<file path="src/rtl/snake_pkg.sv">
// Shared snake game constants and direction encoding, used by the movement block,
// the body scanner and the food placer.
package snake_pkg;

  localparam int unsigned GRID_W   = 32;
  localparam int unsigned GRID_H   = 24;
  localparam int unsigned MAX_LEN  = 64;
  localparam int unsigned POS_BITS = $clog2(GRID_W * GRID_H);

  typedef enum logic [1:0] {
    DirUp    = 2'b00,
    DirRight = 2'b01,
    DirDown  = 2'b10,
    DirLeft  = 2'b11
  } dir_e;

endpackage

</file>
<file path="src/rtl/snake_seg_mux.sv">
// Combinational select of one segment position out of the flattened snake body vector.
module snake_seg_mux #(
  parameter int unsigned POS_BITS = snake_pkg::POS_BITS,
  parameter int unsigned MAX_LEN  = snake_pkg::MAX_LEN,
  parameter int unsigned IDX_BITS = $clog2(snake_pkg::MAX_LEN) + 1
) (
  input  logic [POS_BITS*MAX_LEN-1:0] body_flat,
  input  logic [IDX_BITS-1:0]         idx,
  output logic [POS_BITS-1:0]         seg
);

  // Out-of-range indices select zero rather than wrapping.
  always_comb begin
    seg = '0;
    for (int unsigned i = 0; i < MAX_LEN; i++) begin
      if (idx == IDX_BITS'(i)) begin
        seg = body_flat[i*POS_BITS +: POS_BITS];
      end
    end
  end

endmodule

</file>
<file path="src/rtl/snake_body_scanner.sv">
// Scans a snapshot of the snake body one segment per clock, reporting self-collision,
// occupancy of a query cell and an out-of-bounds head.
module snake_body_scanner #(
  parameter int unsigned GRID_W   = snake_pkg::GRID_W,
  parameter int unsigned GRID_H   = snake_pkg::GRID_H,
  parameter int unsigned MAX_LEN  = snake_pkg::MAX_LEN,
  parameter int unsigned POS_BITS = $clog2(GRID_W * GRID_H),
  localparam int unsigned LEN_BITS = $clog2(MAX_LEN) + 1
) (
  input  logic                         clk,
  input  logic                         rst,
  input  logic                         start,
  input  logic [POS_BITS-1:0]          snake_head,
  input  logic [LEN_BITS-1:0]          snake_length,
  input  logic [POS_BITS*MAX_LEN-1:0]  snake_body_flat,
  input  logic [POS_BITS-1:0]          query_pos,
  output logic                         busy,
  output logic                         done,
  output logic                         self_hit,
  output logic                         query_hit,
  output logic                         head_oob
);

  localparam int unsigned NumCells = GRID_W * GRID_H;

  typedef enum logic [0:0] {
    StIdle,
    StScan
  } state_e;

  state_e                      state_q, state_d;
  logic [LEN_BITS-1:0]         idx_q, idx_d;
  logic [LEN_BITS-1:0]         len_q, len_d;
  logic [POS_BITS-1:0]         head_q, head_d;
  logic [POS_BITS-1:0]         query_q, query_d;
  logic [POS_BITS*MAX_LEN-1:0] body_q, body_d;
  logic                        self_hit_q, self_hit_d;
  logic                        query_hit_q, query_hit_d;
  logic                        head_oob_q, head_oob_d;
  logic                        done_q, done_d;

  logic [LEN_BITS-1:0] len_clamped;
  logic                head_oob_now;
  logic                last_seg;
  logic [POS_BITS-1:0] seg;

  snake_seg_mux #(
    .POS_BITS (POS_BITS),
    .MAX_LEN  (MAX_LEN),
    .IDX_BITS (LEN_BITS)
  ) u_seg_mux (
    .body_flat (body_q),
    .idx       (idx_q),
    .seg       (seg)
  );

  assign len_clamped  = (snake_length > LEN_BITS'(MAX_LEN)) ? LEN_BITS'(MAX_LEN) : snake_length;
  assign head_oob_now = 32'(snake_head) >= NumCells;
  assign last_seg     = (idx_q == len_q - LEN_BITS'(1));

  always_comb begin
    state_d     = state_q;
    idx_d       = idx_q;
    len_d       = len_q;
    head_d      = head_q;
    query_d     = query_q;
    body_d      = body_q;
    self_hit_d  = self_hit_q;
    query_hit_d = query_hit_q;
    head_oob_d  = head_oob_q;
    done_d      = 1'b0;

    case (state_q)
      StIdle: begin
        if (start) begin
          head_d      = snake_head;
          query_d     = query_pos;
          body_d      = snake_body_flat;
          len_d       = len_clamped;
          self_hit_d  = 1'b0;
          query_hit_d = 1'b0;
          head_oob_d  = head_oob_now;
          idx_d       = '0;
          if (len_clamped == '0) begin
            done_d = 1'b1;
          end else begin
            state_d = StScan;
          end
        end
      end
      StScan: begin
        if (seg == query_q) begin
          query_hit_d = 1'b1;
        end
        // Segment 0 is the head itself, so it never counts as a self-collision.
        if ((idx_q != '0) && (seg == head_q)) begin
          self_hit_d = 1'b1;
        end
        idx_d = idx_q + LEN_BITS'(1);
        if (last_seg) begin
          state_d = StIdle;
          done_d  = 1'b1;
        end
      end
      default: state_d = StIdle;
    endcase
  end

  always_ff @(posedge clk or posedge rst) begin
    if (rst) begin
      state_q     <= StIdle;
      idx_q       <= '0;
      len_q       <= '0;
      head_q      <= '0;
      query_q     <= '0;
      body_q      <= '0;
      self_hit_q  <= 1'b0;
      query_hit_q <= 1'b0;
      head_oob_q  <= 1'b0;
      done_q      <= 1'b0;
    end else begin
      state_q     <= state_d;
      idx_q       <= idx_d;
      len_q       <= len_d;
      head_q      <= head_d;
      query_q     <= query_d;
      body_q      <= body_d;
      self_hit_q  <= self_hit_d;
      query_hit_q <= query_hit_d;
      head_oob_q  <= head_oob_d;
      done_q      <= done_d;
    end
  end

  assign busy      = (state_q == StScan);
  assign done      = done_q;
  assign self_hit  = self_hit_q;
  assign query_hit = query_hit_q;
  assign head_oob  = head_oob_q;

endmodule
</file>
<file path="config.mk">
export PLATFORM = sky130hd
export DESIGN_NAME = snake_body_scanner
export DESIGN_NICKNAME = d
export VERILOG_FILES = /design/src/rtl/snake_pkg.sv /design/src/rtl/snake_seg_mux.sv /design/src/rtl/snake_body_scanner.sv
export SDC_FILE = /design/constraint.sdc
export NUM_CORES = 2
export LEC_CHECK = 0
export ABC_AREA = 1
export CAP_MARGIN = 20
export CORE_AREA = 2 2 259 261
export CTS_BUF_LIST = sky130_fd_sc_hd__clkbuf_16
export CTS_CLUSTER_SIZE = 24
export DETAILED_ROUTE_END_ITERATION = 10
export DIE_AREA = 0 0 261 263
export PLACE_DENSITY_LB_ADDON = 0.15
export SETUP_SLACK_MARGIN = 0.3
export SYNTH_ARGS = -nofsm -noshare
export SYNTH_HDL_FRONTEND = slang
export SYNTH_HIERARCHICAL = 1
export SYNTH_SLANG_ARGS = --single-unit
</file>
<file path="constraint.sdc">
create_clock -name clk -period 35.8 [get_ports clk]
set_input_delay 8.95 -clock clk [delete_from_list [all_inputs] [get_ports clk]]
set_output_delay 8.95 -clock clk [all_outputs]
set_load 0.01 [all_outputs]
</file>
Yosys cells after proc, flatten, opt, wreduce, memory -nomap -nowiden
Index checks and enable logic that the tools add are counted.
W data, S select, Z words.
{ "totals": {"output_inout_bits": 5, "regBits": 679} }
{ "classes": {"n_reduce_logical": 7, "n_eq_ne": 69, "bitwise": 1, "muxes": 80, "add_sub_neg": 2, "n_lt_le_gt_ge": 2} }
{ "ops": {"columns": ["op", "n"], "rows": [
  ["$mux W10", 64],
  ["$eq A7 B6 Y1 const B", 32],
  ["$eq A7 B5 Y1 const B", 16],
  ["$eq A7 B4 Y1 const B", 8],
  ["$eq A7 B3 Y1 const B", 4],
  ["$eq A10 B10 Y1", 2],
  ["$eq A7 B2 Y1 const B", 2],
  ["$logic_not A7 Y1", 2],
  ["$mux W7", 2],
  ["$pmux W7 S2", 1],
  ["$ge A10 B10 Y1 const B", 1],
  ["$mux W1", 9],
  ["$pmux W1 S2", 4],
  ["$add A7 B1 Y7 const B", 1],
  ["$eq A7 B1 Y1 const B", 1],
  ["$eq A7 B7 Y1", 1],
  ["$gt A7 B7 Y1 const B", 1],
  ["$reduce_bool A7 Y1", 1],
  ["$sub A7 B1 Y7 const B", 1],
  ["$reduce_and A2 Y1", 3],
  ["$ne A2 B1 Y1 const B", 2],
  ["$ne A2 B2 Y1 const B", 1],
  ["$logic_and A1 B1 Y1", 1],
  ["$not A1 Y1", 1]
]} }

Logic depth before layout (Yosys ltp)
{ "logic_depth": {"word_depth": 69, "depth_mapped": 48, "ltp_nobuf": 48} }

By module
Netlist, hierarchy kept.
{ "by_module_without_submodules": {"columns": ["module", "n_inst", "area_per_inst_um2", "cells_each"], "rows": [
  ["snake_body_scanner", 1, 26273.9, 2990],
  ["snake_seg_mux", 1, 5806.8, 1354]
]} }

Worst setup path after synthesis
Ideal clock, no wire load.
{ "synth_timing": {"path_kind": "in2reg", "start": "input start", "end": "register body_q[242]", "path_stages": 7, "arrival_time_ps": 9606, "path_slack_ps": 26078, "cell_sequence": "inv_1 nor2_8 inv_4 buf_6 buf_4 nand2_1 nand2_1"} }
{ "synth_via": {"elab_chain_len": 1} }
{ "synth_lines": {"columns": ["item", "line_no", "source"], "rows": [
  ["start, declared", "snake_body_scanner.sv:12", "input logic start,"],
  ["$reduce_and A2 Y1 (no source line)", null, null],
  ["end signal, assigned", "snake_body_scanner.sv:127", "body_q <= body_d;"],
  ["end, declared", "snake_body_scanner.sv:36", "logic [POS_BITS*MAX_LEN-1:0] body_q, body_d;"]
]} }
Every way passes these cells.
A chain may end at the register's enable or synchronous reset.

Worst setup path after layout
{ "layout_timing": {"start": "input start", "end": "register body_q[327]"} }
The elaborated chain is that of the path after synthesis.

==> summary.txt <==
Worst setup path
  – Worst path cell trace: clkdlybuf4s50_1 > inv_1 > nor2_8 > inv_16 > buf_4 > buf_4 > nand2_1 > nand2_1
  – Crit Path Class: input pin to register
  – Crit-path max cell delay: 960 ps
  – CP Max Fanout: 261
  – CP endpoint kind: register
  – Worst Path Required: 36340 ps
  – Worst path slowest cell: buf_4
  – Worst path top cell family by delay: buffers and inverters
  – Arr. time, crit path: 12810 ps
  – Critical Path Source Type: input pin
  – Crit path depth: 8
  – R2R depth: 42
  – Buf+Inv Stages, Crit Path: 5

Route
  – Vias/cell: 5.075
  – Drt pass-1 iters: 5
  – Remaining routing DRC violations: 0
  – Routed vias: 29898
  – Starting DRT DRC Count: 3171
  – Wirelength per Cell: 18.80 µm
  – Total wire length: 110800 µm
  – Antenna Nets Post-Route: 0

Power and ir drop
  – Maximum vdd drop: 0.03785 mV
  – Power Density: 77.76 nW/µm²
  – Pleak: 21.03 nW

Placement
  – Port Buf Inserts: 674
  – Post-detail-place hpwl: 80150 µm
  – Post-place setup slack: 22800 ps
  – Post-Place Cells: 5738
  – Final Wtd Congestion: 0.9095

STA
  – Post-route clock period utilization: 34.29%
  – Hold Vio Cnt, Final: 0
  – Worst slew pin tran: 1179 ps
  – Final WS setup: 23520 ps
  – Setup Total Neg Slack: 0 ps
  – Fin. max-slew vios: 0
  – Clk_skew: 18.28 ps
  – RSZ-0062 raised after global routing: false
  – Slew headroom: 21.37%
  – Final worst path period need: 12280 ps
  – Peak Freq: 81.45 MHz
  – # setup viols final: 0
  – Hold slack: 463.5 ps

Hold path
  – Hold path cells: 2
  – HP Class: register to register

Job
  – Maxcap violations: 0

CTS
  – Total CTS buffers: 75
  – H-tree depth: 3
  – CTS tree: done
  – Worst skew pair latency: 610 ps
  – Clock slew at the register clock pins of the worst setup and hold paths: 60 ps
  – CTS root buf: clkbuf_16
  – Post-CTS sizing: 0
  – Post-CTS Hold Buffers: 0
  – Longest Clk Path Bufs: 3
  – Clock tree sinks: 679
  – Setup bufs post-CTS: 0

Floorplan
  – Die extent in y: 263 µm
  – Die area: 68640 µm²
  – CORE AREA: 65630 µm²
  – Die Span X: 261 µm
  – Cell row count: 94
  – Initial Utilization: 48.88%
  – Io pins: 675

Layout
  – Cell Count, Final, Fillers Out: 5891
  – P&R area growth vs syn: 29.66%
  – Share of cells above drive strength 1: 4.514%
  – Final net count: 5628
  – Fillers: 5956
  – Post-Route Utilization: 63.38%

Yosys
  – Post-Syn Area: 32080 µm²
  – Register area share after synthesis: 52.96%
  – Syn. warnings: 6
  – Synth Instances: 4344
  – Yosys reg bits: 679
  – Synth unique cells: 35
  – Synthesized net count: 5017
  – Top_reg_cell synth: dfrtp_1
  – Post-synth EDFFs: 0
  – Asr flop ratio synth: 100.0%
  – Synthesized area per cell: 7.385 µm²

Global routing
  – Overall Global Routing Usage: 31.84%
  – Number of global-route vias before repair: 29138
  – Global-route wire length before repair: 166300 µm
  – Pin count of the biggest net entering global routing: 262
  – Initial antenna violation count: 26
  – GRT overflow: 0

Outcome
  – Status: completed
cells in the mapped netlist (3+ instances only):
master    count  share of area (%)
nand3_1      67                1.0
o21ai_0      40               0.62
nor2_1      238                2.8
dfrtp_1     679                 53
buf_2        64                1.0
nor3_1        6              0.094
or2_0         7               0.14
nor2_2        6               0.12
clkbuf_1     19               0.22
ha_1          3               0.12
inv_1       213                2.5
or2_2        60                1.2
nand4_1     127                2.5
inv_2        15               0.18
nand2_1    2619                 31
clkinv_1      3              0.035
buf_6         9               0.32
a21oi_1      58               0.90
buf_4        76                1.8
xnor2_1       4               0.11
nand2_2       4              0.078
xor2_1        5               0.14
and3_1        5              0.098
metrics by stage:
stage / area, µm² / power (W)
2_1_floorplan: 32080 / 0.002012
3_3_place_gp: 39060 / 0.002429
5_1_grt: 41600 / 0.003458
6_report: 41600 / 0.003234
3_5_place_dp: 39060 / 0.002459
4_1_cts: 41440 / 0.003235
report_power, final:
group          total, W  internal, W  switching [W]  leakage, nW
logic           0.00115     0.000398       0.000747         11.3
registers       0.00132      0.00112       0.000205         8.48
clock network  0.000765     0.000446       0.000319         1.21
area by class of cell:
| cell class | count | area (µm²) | share of cell area [%] |
|---|---|---|---|
| multi-input cells | 3265 | 13150 | 31.62 |
| clock buffers | 77 | 1927 | 4.632 |
| diodes | 20 | 50.05 | 0.1203 |
| flip-flops and latches | 679 | 16990 | 40.85 |
| well taps | 864 | 1081 | 2.599 |
| inverters | 232 | 894.6 | 2.151 |
| repair buffers | 702 | 7049 | 16.95 |
| clock inverters | 52 | 450.4 | 1.083 |
logic make-up after synthesis:
logic type               synth area share, %
AND/OR/NAND/NOR                        38.95
flip-flops                             52.96
AO/OA/AOI/OAI                          1.685
XOR/XNOR                              0.2457
buffers and inverters                  6.037
adder cells (fa/ha/maj)               0.1170
cells in the final DEF (no fill, tap or decap), drive strengths merged:
cell           Yosys  layout
xor2               5       5
and3               5       5
diode              0      20
nand4            127     127
nand2           2623    2623
buf              149      28
a21oi             58      58
o2111ai            1       1
or2               69      69
dfrtp            679     679
nor3b              1       1
clkinv             3      31
clkbuf            19      77
inv              229     242
nor4               1       1
clkinvlp           0       3
o21ai             41      41
clkdlybuf4s50      0     674
ha                 3       3
nor3               6       6
a22o               1       1
nand3             68      68
xnor2              4       4
bufinv             0       8
nor2             248     248
o22ai              2       2
o31ai              2       2
per-layer routing:
metal | wire length [µm] | up-vias | part of all wire [%] | track usage [%]
met2 | 52850 | 1095 | 48 | 51.00
met5 | 57 | - | 0.051 | 0
met4 | 4676 | 8 | 4.2 | 14.42
li1 | - | 14466 | - | -
met3 | 8191 | 239 | 7.4 | 6.210
met1 | 45000 | 14090 | 41 | 41.90
state kept, by name (all words and copies together) (netlist names):
register	cells
query_q	10
idx_q	7
busy	1
len_q	7
head_oob	1
self_hit	1
head_q	10
query_hit	1
body_q	640
done	1
worst paths after layout:
path,endpoint,slack (ps),startpoint
min,body_q[385],460,body_q[385]
min reg2reg,body_q[385],460,body_q[385]
min in group asynchronous,body_q[607],8920,rst
max,body_q[327],23520,start
max in group asynchronous,body_q[227],24290,rst
max reg2reg,query_hit,28600,idx_q[6]
worst reg2reg max path: cells and delay by family (launching register included):
| family | cells | cell delay, ps |
|---|---|---|
| flops | 1 | 470 |
| simple gates | 39 | 6300 |
| compound gates | 1 | 100 |
| buf+inv | 2 | 250 |
Power figures use the tool's default switching activity.
